--- src/rtl/uart_rx_pkg.sv ---
// Shared types and constants for the UART receive-path data sampler.
package uart_rx_pkg;

    typedef enum logic [1:0] {
        SAMP_1   = 2'd0,
        SAMP_3   = 2'd1,
        SAMP_5   = 2'd2,
        SAMP_RSV = 2'd3
    } samp_mode_e;

    typedef enum logic [1:0] {
        ST_IDLE    = 2'd0,
        ST_WAIT    = 2'd1,
        ST_COLLECT = 2'd2,
        ST_VOTE    = 2'd3
    } samp_state_e;

    localparam int unsigned DEFAULT_PRESCALE = 8;

    // Counter width able to hold 0..2*max_k+1 captured samples.
    function automatic int unsigned cnt_width(input int unsigned max_k);
        return $clog2(2 * max_k + 2);
    endfunction

endpackage

--- src/rtl/samp_window.sv ---
// Sampling window geometry: midpoint, clamped half-window, bounds and sample count.
module samp_window
    import uart_rx_pkg::*;
#(
    parameter int unsigned PRESCALE_W = 6,
    parameter int unsigned MAX_K      = 2,
    parameter int unsigned CNT_W      = 3
) (
    input  logic [PRESCALE_W-1:0] cfg_prescale,
    input  samp_mode_e            cfg_mode,
    output logic                  win_ok_c,
    output logic [PRESCALE_W-1:0] k_c,
    output logic [PRESCALE_W-1:0] lo_c,
    output logic [PRESCALE_W-1:0] hi_c,
    output logic [CNT_W-1:0]      n_c
);

    logic [PRESCALE_W-1:0] mid;
    logic [PRESCALE_W-1:0] k_req;

    // k is clamped to mid so the window never reaches below tick 0.
    always_comb begin
        mid   = (cfg_prescale >> 1) - PRESCALE_W'(1);
        k_req = '0;
        case (cfg_mode)
            SAMP_3:  k_req = PRESCALE_W'(1);
            SAMP_5:  k_req = PRESCALE_W'(2);
            default: k_req = '0;
        endcase
        k_c = k_req;
        if (mid < k_c) k_c = mid;
        if (k_c > PRESCALE_W'(MAX_K)) k_c = PRESCALE_W'(MAX_K);
        lo_c     = mid - k_c;
        hi_c     = mid + k_c;
        n_c      = CNT_W'({k_c, 1'b1});
        win_ok_c = (cfg_prescale >= PRESCALE_W'(2));
    end

endmodule

--- src/rtl/uart_rx_oversampler.sv ---
// Majority-vote RX data sampler over 1, 3 or 5 oversampled ticks centred on the bit midpoint.
module uart_rx_oversampler
    import uart_rx_pkg::*;
#(
    parameter int unsigned PRESCALE_W = 6,
    parameter int unsigned MAX_K      = 2
) (
    input  logic                  clk,
    input  logic                  reset,
    input  logic                  data_samp_en,
    input  logic [PRESCALE_W-1:0] edge_cnt,
    input  logic [PRESCALE_W-1:0] Prescale,
    input  logic [1:0]            samp_mode,
    input  logic                  RX_IN,
    output logic                  sampled_bit,
    output logic                  sample_valid,
    output logic                  noise_err
);

    localparam int unsigned CNT_W = cnt_width(MAX_K);

    samp_state_e           state_q, state_d;
    logic [PRESCALE_W-1:0] cfg_prescale_q;
    samp_mode_e            cfg_mode_q;
    logic [CNT_W-1:0]      ones_q, ones_d, capt_q, capt_d;
    logic                  bit_d, valid_d, noise_d;

    logic                  cfg_load;
    logic [PRESCALE_W-1:0] eff_prescale;
    samp_mode_e            eff_mode;
    logic                  win_ok_c;
    logic [PRESCALE_W-1:0] k_c, lo_c, hi_c;
    logic [CNT_W-1:0]      n_c;

    logic                  clr, in_win;
    logic [CNT_W-1:0]      ones_base, capt_base, ones_sum, capt_sum;

    // A bit-start tick uses the incoming config so a change there applies to this bit.
    always_comb begin
        cfg_load     = data_samp_en && (edge_cnt == '0);
        eff_prescale = cfg_load ? Prescale : cfg_prescale_q;
        eff_mode     = cfg_load ? samp_mode_e'(samp_mode) : cfg_mode_q;
    end

    samp_window #(
        .PRESCALE_W (PRESCALE_W),
        .MAX_K      (MAX_K),
        .CNT_W      (CNT_W)
    ) u_samp_window (
        .cfg_prescale (eff_prescale),
        .cfg_mode     (eff_mode),
        .win_ok_c     (win_ok_c),
        .k_c          (k_c),
        .lo_c         (lo_c),
        .hi_c         (hi_c),
        .n_c          (n_c)
    );

    // Next state, accumulator update and vote.
    always_comb begin
        state_d   = state_q;
        ones_d    = ones_q;
        capt_d    = capt_q;
        bit_d     = sampled_bit;
        valid_d   = 1'b0;
        noise_d   = 1'b0;
        clr       = (edge_cnt == '0) || (state_q == ST_IDLE);
        in_win    = win_ok_c && (edge_cnt >= lo_c) && (edge_cnt <= hi_c);
        ones_base = clr ? '0 : ones_q;
        capt_base = clr ? '0 : capt_q;
        ones_sum  = ones_base + CNT_W'(RX_IN);
        capt_sum  = capt_base + CNT_W'(1);

        if (!data_samp_en) begin
            state_d = ST_IDLE;
            ones_d  = '0;
            capt_d  = '0;
            bit_d   = 1'b0;
        end else begin
            ones_d = ones_base;
            capt_d = capt_base;
            if (in_win) begin
                ones_d = ones_sum;
                capt_d = capt_sum;
                if (edge_cnt == hi_c) begin
                    state_d = ST_VOTE;
                    // A window shortened by skipped ticks gives no strobe.
                    if (capt_sum == n_c) begin
                        valid_d = 1'b1;
                        bit_d   = (ones_sum > CNT_W'(k_c));
                        noise_d = (ones_sum != '0) && (ones_sum != n_c);
                    end
                end else begin
                    state_d = ST_COLLECT;
                end
            end else begin
                state_d = ST_WAIT;
            end
        end
    end

    always_ff @(posedge clk or negedge reset) begin
        if (!reset) begin
            state_q        <= ST_IDLE;
            cfg_prescale_q <= PRESCALE_W'(DEFAULT_PRESCALE);
            cfg_mode_q     <= SAMP_3;
            ones_q         <= '0;
            capt_q         <= '0;
            sampled_bit    <= 1'b0;
            sample_valid   <= 1'b0;
            noise_err      <= 1'b0;
        end else begin
            state_q      <= state_d;
            ones_q       <= ones_d;
            capt_q       <= capt_d;
            sampled_bit  <= bit_d;
            sample_valid <= valid_d;
            noise_err    <= noise_d;
            if (cfg_load) begin
                cfg_prescale_q <= Prescale;
                cfg_mode_q     <= samp_mode_e'(samp_mode);
            end
        end
    end

endmodule
--- config.mk ---
export PLATFORM = sky130hd
export DESIGN_NAME = uart_rx_oversampler
export DESIGN_NICKNAME = d
export VERILOG_FILES = /design/src/rtl/uart_rx_pkg.sv /design/src/rtl/samp_window.sv /design/src/rtl/uart_rx_oversampler.sv
export SDC_FILE = /design/constraint.sdc
export NUM_CORES = 1
export LEC_CHECK = 0
export CAP_MARGIN = 20
export CORE_MARGIN = 1.5
export CORE_UTILIZATION = 43
export DETAILED_ROUTE_END_ITERATION = 10
export REMOVE_ABC_BUFFERS = 1
export SKIP_LAST_GASP = 1
export SLEW_MARGIN = 20
export SYNTH_ARGS = -nofsm -noshare
export SYNTH_HDL_FRONTEND = slang
export SYNTH_SLANG_ARGS = --single-unit
export TNS_END_PERCENT = 1
--- constraint.sdc ---
create_clock -name clk -period 6.5 [get_ports clk]
set_clock_uncertainty 0.2 [all_clocks]
set_input_delay 0.975 -clock clk [delete_from_list [all_inputs] [get_ports clk]]
set_output_delay 0.975 -clock clk [all_outputs]
set_load 0.02 [all_outputs]
### Word level (Yosys, flattened, before mapping)

Index checks and enable logic that the tools add are counted.

| word-level totals | value |
|---|---|
| flip-flop bits (word level) | 19 |
| bits of input ports | 18 |
| output and inout port bits | 3 |
| logic and storage cells | 62 |

| operators by class | value |
|---|---|
| reduce and logical (&&, ||, !) cells | 9 |
| multiplexer cells | 26 |
| equal/unequal tests | 8 |
| order comparisons | 6 |
| add/sub/neg operators | 5 |

Operators with widths:

| operator | count |
|---|---|
| $mux W3 | 6 |
| $mux W6 | 3 |
| $mux W1 | 13 |
| $add A6 B6 Y6 | 1 |
| $eq A6 B6 Y1 | 1 |
| $ge A6 B2 Y1 const B | 1 |
| $ge A6 B6 Y1 | 1 |
| $gt A6 B2 Y1 const B | 1 |
| $le A6 B6 Y1 | 1 |
| $logic_not A6 Y1 | 1 |
| $lt A6 B2 Y1 | 1 |
| $mux W2 | 3 |
| $ne A2 B1 Y1 const B | 3 |
| $sub A5 B1 Y6 const B | 1 |
| $sub A6 B6 Y6 | 1 |
| $logic_and A1 B1 Y1 | 4 |
| $pmux W2 S2 | 1 |
| $add A3 B1 Y3 | 1 |
| $add A3 B1 Y3 const B | 1 |
| $eq A3 B3 Y1 | 1 |
| $gt A3 B3 Y1 | 1 |
| $ne A3 B3 Y1 | 1 |
| $reduce_and A3 Y1 | 1 |
| $reduce_bool A3 Y1 | 1 |
| other kinds (4) | 4 |

### Longest topological paths before layout

| logic depth | value |
|---|---|
| word-level depth | 15 |
| depth in mapped cells | 23 |
| gate-level depth less buffers | 23 |

### By module

From an unflattened synthesis, not the netlist that was laid out.

| second synthesis, totals | value |
|---|---|
| cells, all modules | 223 |
| area total of the unflattened synthesis | 2063.2 um2 |

Modules (own cells, without submodules):

| module | seq. area each (um2) | times used | area an instance (um2) | cells each |
|---|---|---|---|---|
| uart_rx_oversampler | 478.0 | 1 | 1403.8 | 143 |
| samp_window | 0.0 | 1 | 659.4 | 80 |

### Least setup slack after synthesis

OpenSTA, ideal clock, no wires.

| path | value |
|---|---|
| kind | input to register |
| start | input port edge_cnt[0] |
| end | register capt_q[2] |
| required time | 6.221 ns |
| stages on the path | 22 |
| data arrival time | 5.942 ns |
| path slack | 0.279 ns |
| library setup time | 0.079 ns |
| cell sequence | nor4_4 nand3_4 mux2i_1 inv_1 ha_1 or3_1 a2111oi_4 mux2i_4 mux2i_2 ha_1 fa_1 a21oi_1 nor2_1 nor2_1 xnor2_1 ha_1 a21oi_1 nor2b_1 o32ai_1 nand3_1 or3_1 a21oi_1 |

| between the ends | value |
|---|---|
| word-level cells in the longest chain between the ends | 15 |
| elaborated cells between the ends (all ways) | 24 |
| classes of those cells | add/sub (4); order compare (5); eq/ne (2); mux (8); reduce/logical (5) |

RTL lines:

| element | line | RTL |
|---|---|---|
| from (decl) | uart_rx_oversampler.sv:11 | `input logic [PRESCALE_W-1:0] edge_cnt,` |
| parallel branches: the longest is 13 deep, another holds $sub A5 B1 Y6 | - |  |
| $mux W3 (*) | uart_rx_oversampler.sv:82 | `if (in_win) begin` |
| $mux W3 (*) | uart_rx_oversampler.sv:74 | `if (!data_samp_en) begin` |
| via capt_d[2] | uart_rx_oversampler.sv:25 | `logic [CNT_W-1:0] ones_q, ones_d, capt_q, capt_d;` |
| to (signal assigned) | uart_rx_oversampler.sv:115 | `capt_q <= capt_d;` |
| to (decl) | uart_rx_oversampler.sv:25 |  |

Mark *: on every way through the listed nets, which the timed path passes.
A chain may end at the register's enable or synchronous reset.

### Final worst setup path

| path | value |
|---|---|
| start | input port edge_cnt[3] |
| end | register capt_q[2] |

The elaborated chain is that of the path after synthesis.

==> results.py <==
metrics = {
    "sta": {
        "relSlewSlack": 0.4141,
        "period_minus_slack_ns": 6.092,
        "setup_viol": 0,
        "fin_crit_sh": 0.9372,
        "fmax_ghz": 0.1642,
        "rsz0062_at_grt": "no",
        "timing.setup.tns_ns": 0,
        "tightest_slew_ns": 0.8761,
        "slew_viol_final": 0,
        "hold_violations": 0,
    },
    "setup_path": {
        "r2r.worst_path.cells": 21,
        "cp.required_ns": 6.48,
        "cp.arrival_ns": 6.07,
        "crit_slowest_cell": "clkdlybuf4s50_1",
        "endpoint_kind": "register",
        "cp.buffers_inverters": 2,
        "r2r_end": "capt_q[2]$_DFF_PN0_",
        "crit_start": "edge_cnt[3]",
        "path_cells": "clkdlybuf4s50_1 > nor4_4 > nand3_4 > mux2i_1 > inv_1 > ha_1 > or3_1 > a2111oi_4 > mux2i_4 > mux2i_2 > ha_1 > fa_1 > a21oi_1 > nor2_1 > nor2_1 > xnor2_1 > ha_1 > a21oi_1 > nor2b_1 > o32ai_2 > nand3_1 > or3_1 > a21oi_1",
        "crit_type": "in2reg",
        "cp_slowest_stage_delay_ns": 0.46,
        "timing.rr.start": "cfg_prescale_q[1]$_DFF_PN0_",
        "r2r_setup_slack_ns": 1.53,
        "path_delay_family": "simple AND/OR/NAND/NOR gates",
        "cp_max_fo": 3,
        "start_kind": "input pin",
    },
    "final_layout": {
        "stdcell_count": 318,
        "layout-drive-gt1-share": 0.1955,
        "nets": 317,
        "fin_area_mm2": 0.002532,
        "antenna_cells": 0,
        "area_growth_pct": 27.70,
    },
    "synth": {
        "ys_ff_latch": 18,
        "yosysSeqAreaShare": 0.2284,
        "yosysWarnings": 0,
        "avgSynthCellArea_um2": 9.399,
        "synth_top_area_cell": "dfrtp_1",
        "synth_cell_types": 48,
        "netlist_instances": 211,
        "synth-edff-count": 0,
        "yosysTopAreaCellShare": 0.2019,
        "synth_ff_type": "dfrtp_1",
        "synth_area_mm2": 0.001983,
        "async_reset_ff_frac": 1.000,
        "synth_area_leaders": "dfrtp_1 20%, ha_1 19%, xnor2_1 6.2%, mux2i_1 6.1%, nor2_1 4.2%",
    },
    "floorplanning": {
        "num_io_pins": 21,
        "core.rowCount": 24,
        "start_util": 0.4523,
        "die_area_mm2": 0.005028,
        "die_x_um": 70.91,
        "core_area_mm2": 0.004384,
        "die_h_um": 70.91,
    },
    "grt": {
        "track_usage": 0.1854,
        "grt_pass1_wl_um": 7541,
        "antenna_found_initial": 0,
        "grt_overflow": 0,
        "grt_pass1_vias": 1669,
        "grt_max_degree": 19,
    },
    "min_path": {
        "hp-class": "reg2reg",
        "hold_end": "sampled_bit$_DFFE_PN0P_",
        "hold_depth": 2,
        "min_from": "sampled_bit$_DFFE_PN0P_",
    },
    "cts": {
        "cts_root_buf": "clkbuf_8",
        "hold_buffers": 0,
        "cts-buffers-inserted": 3,
        "clock_latency_ns": 0.25,
        "cts_tree": "done",
        "clk_pin_slew_worst_paths_ns": 0.08,
        "cts_sinks": 18,
        "htree_levels": 1,
        "cts_max_path_buffers": 2,
    },
    "run_status": {
        "status": "finished clean",
    },
    "route": {
        "first_pass_iters": 4,
        "wl_met3_um": 90,
        "drt-total-wl_um": 4144,
        "dr_wl_met2_um": 1899,
        "num_vias": 1630,
        "drc": 0,
        "drtIter0Drc": 85,
        "m1WireLength_um": 2126,
        "final_antenna_net_count": 0,
        "via_per_inst": 5.126,
        "route.top_layer_used": "met4",
        "routedWlPerCell_um": 13.03,
    },
    "pwr": {
        "ir_drop_v": 0.0001553,
        "leakage_uw": 0.001246,
        "totalPowerFinal_uw": 697.1,
        "power.density_mw_per_mm2": 275.3,
    },
    "placement": {
        "dp_cells": 313,
        "dpl.hpwl_um": 3514,
        "place_congestion": 0.8210,
        "io_buffers": 19,
        "post_dp_cell_area_mm2": 0.002460,
    },
    "run": {
        "maxCapViolCount": 0,
    },
}
## power breakdown
part           switching, uW  internal (uW)
registers               8.01            128
logic                    238            228
clock network           41.5           53.8
total                    288            409
## per-layer routing
metal	vias to the layer above	GRT usage
li1	848	-
met1	763	0.2613
met2	17	0.3105
met3	2	0.01425
met4	0	0.04403
met5	-	0
## cells by family (layout without fill, tap and decap cells)
family,Yosys count,count (layout),synth area share
other,2,7,0.003787
multiplexers,19,19,0.1073
XOR/XNOR,17,17,0.07508
flip-flops,18,18,0.2284
AO/OA/AOI/OAI,38,38,0.1483
adder cells (fa/ha/maj),32,32,0.2095
buffers and inverters,20,70,0.03785
AND/OR/NAND/NOR,65,65,0.1899
## worst min-delay path, cell delays in order, from the launching register on
cell,delay [ns]
dfrtp_1,0.38
nand2_1,0.07
mux2i_1,0.05
## stage by stage
step | worst slack, ns | hold slack (ns) | util
6_report | 0.4080 | 0.3357 | 0.5776
5_1_grt | 0.03254 | 0.3865 | 0.5776
4_1_cts | 0.1735 | 0.3428 | 0.5736
3_5_place_dp | -0.06493 | 0.3312 | 0.5611
3_3_place_gp | -0.05079 | 0.3308 | 0.5611
2_1_floorplan | 0.1974 | 0.3003 | -
## flip-flops by register name, summed over array words and instances (netlist names)
| register | count |
|---|---|
| state_q | 2 |
| sample_valid | 1 |
| noise_err | 1 |
| cfg_prescale_q | 5 |
| capt_q | 3 |
| cfg_mode_q | 2 |
| sampled_bit | 1 |
| ones_q | 3 |
## placed cells by master (no fill, tap or decap), drive strengths merged, types with 6 or more instances in the layout
cell / netlist / routed
conb: 2 / 7
a21oi: 12 / 12
dfrtp: 16 / 16
inv: 17 / 17
buf: 1 / 29
ha: 30 / 30
nor2: 23 / 23
or3: 6 / 6
nand2: 10 / 10
o21ai: 6 / 6
clkdlybuf4s50: 0 / 19
xnor2: 14 / 14
mux2i: 14 / 14
## how the worst max path moves through the flow
stage	slack [ns]	cells past startpoint	to
global placement	-0.05	23	capt_q[2]$_DFF_PN0_
floorplan	0.20	22	capt_q[2]$_DFF_PN0_
finish	0.41	23	capt_q[2]$_DFF_PN0_
global route	0.03	25	noise_err$_DFF_PN0_
CTS	0.17	23	capt_q[2]$_DFF_PN0_
detailed placement	-0.06	23	capt_q[2]$_DFF_PN0_
## cell usage after synthesis (all sizes together), types with 3 or more instances
cell and n:
ha 30, nor2 23, inv 17, dfrtp 16
mux2i 14, xnor2 14, a21oi 12, nand2 10
o21ai 6, or3 6, mux2 5, nor2b 5
and2 4, and2b 4, o21a 3, o21bai 3
xor2 3
## layout make-up
class	instances	area, um2
Multi-Input combinational cell	178	1484
Fill cell	425	1852
Inverter	18	67.56
Sequential cell	18	452.9
Tap cell	52	65.06
Timing Repair Buffer	48	407.9
Clock buffer	4	55.05
## repair_timing
item / CTS / global route
hold endpoints to repair: 0 / 0
endpoints found under the setup margin: 0 / 9
resized for setup: 0 / 2
buffers inserted: 0 / 1
No activity file was read; power rests on OpenSTA's default activity.
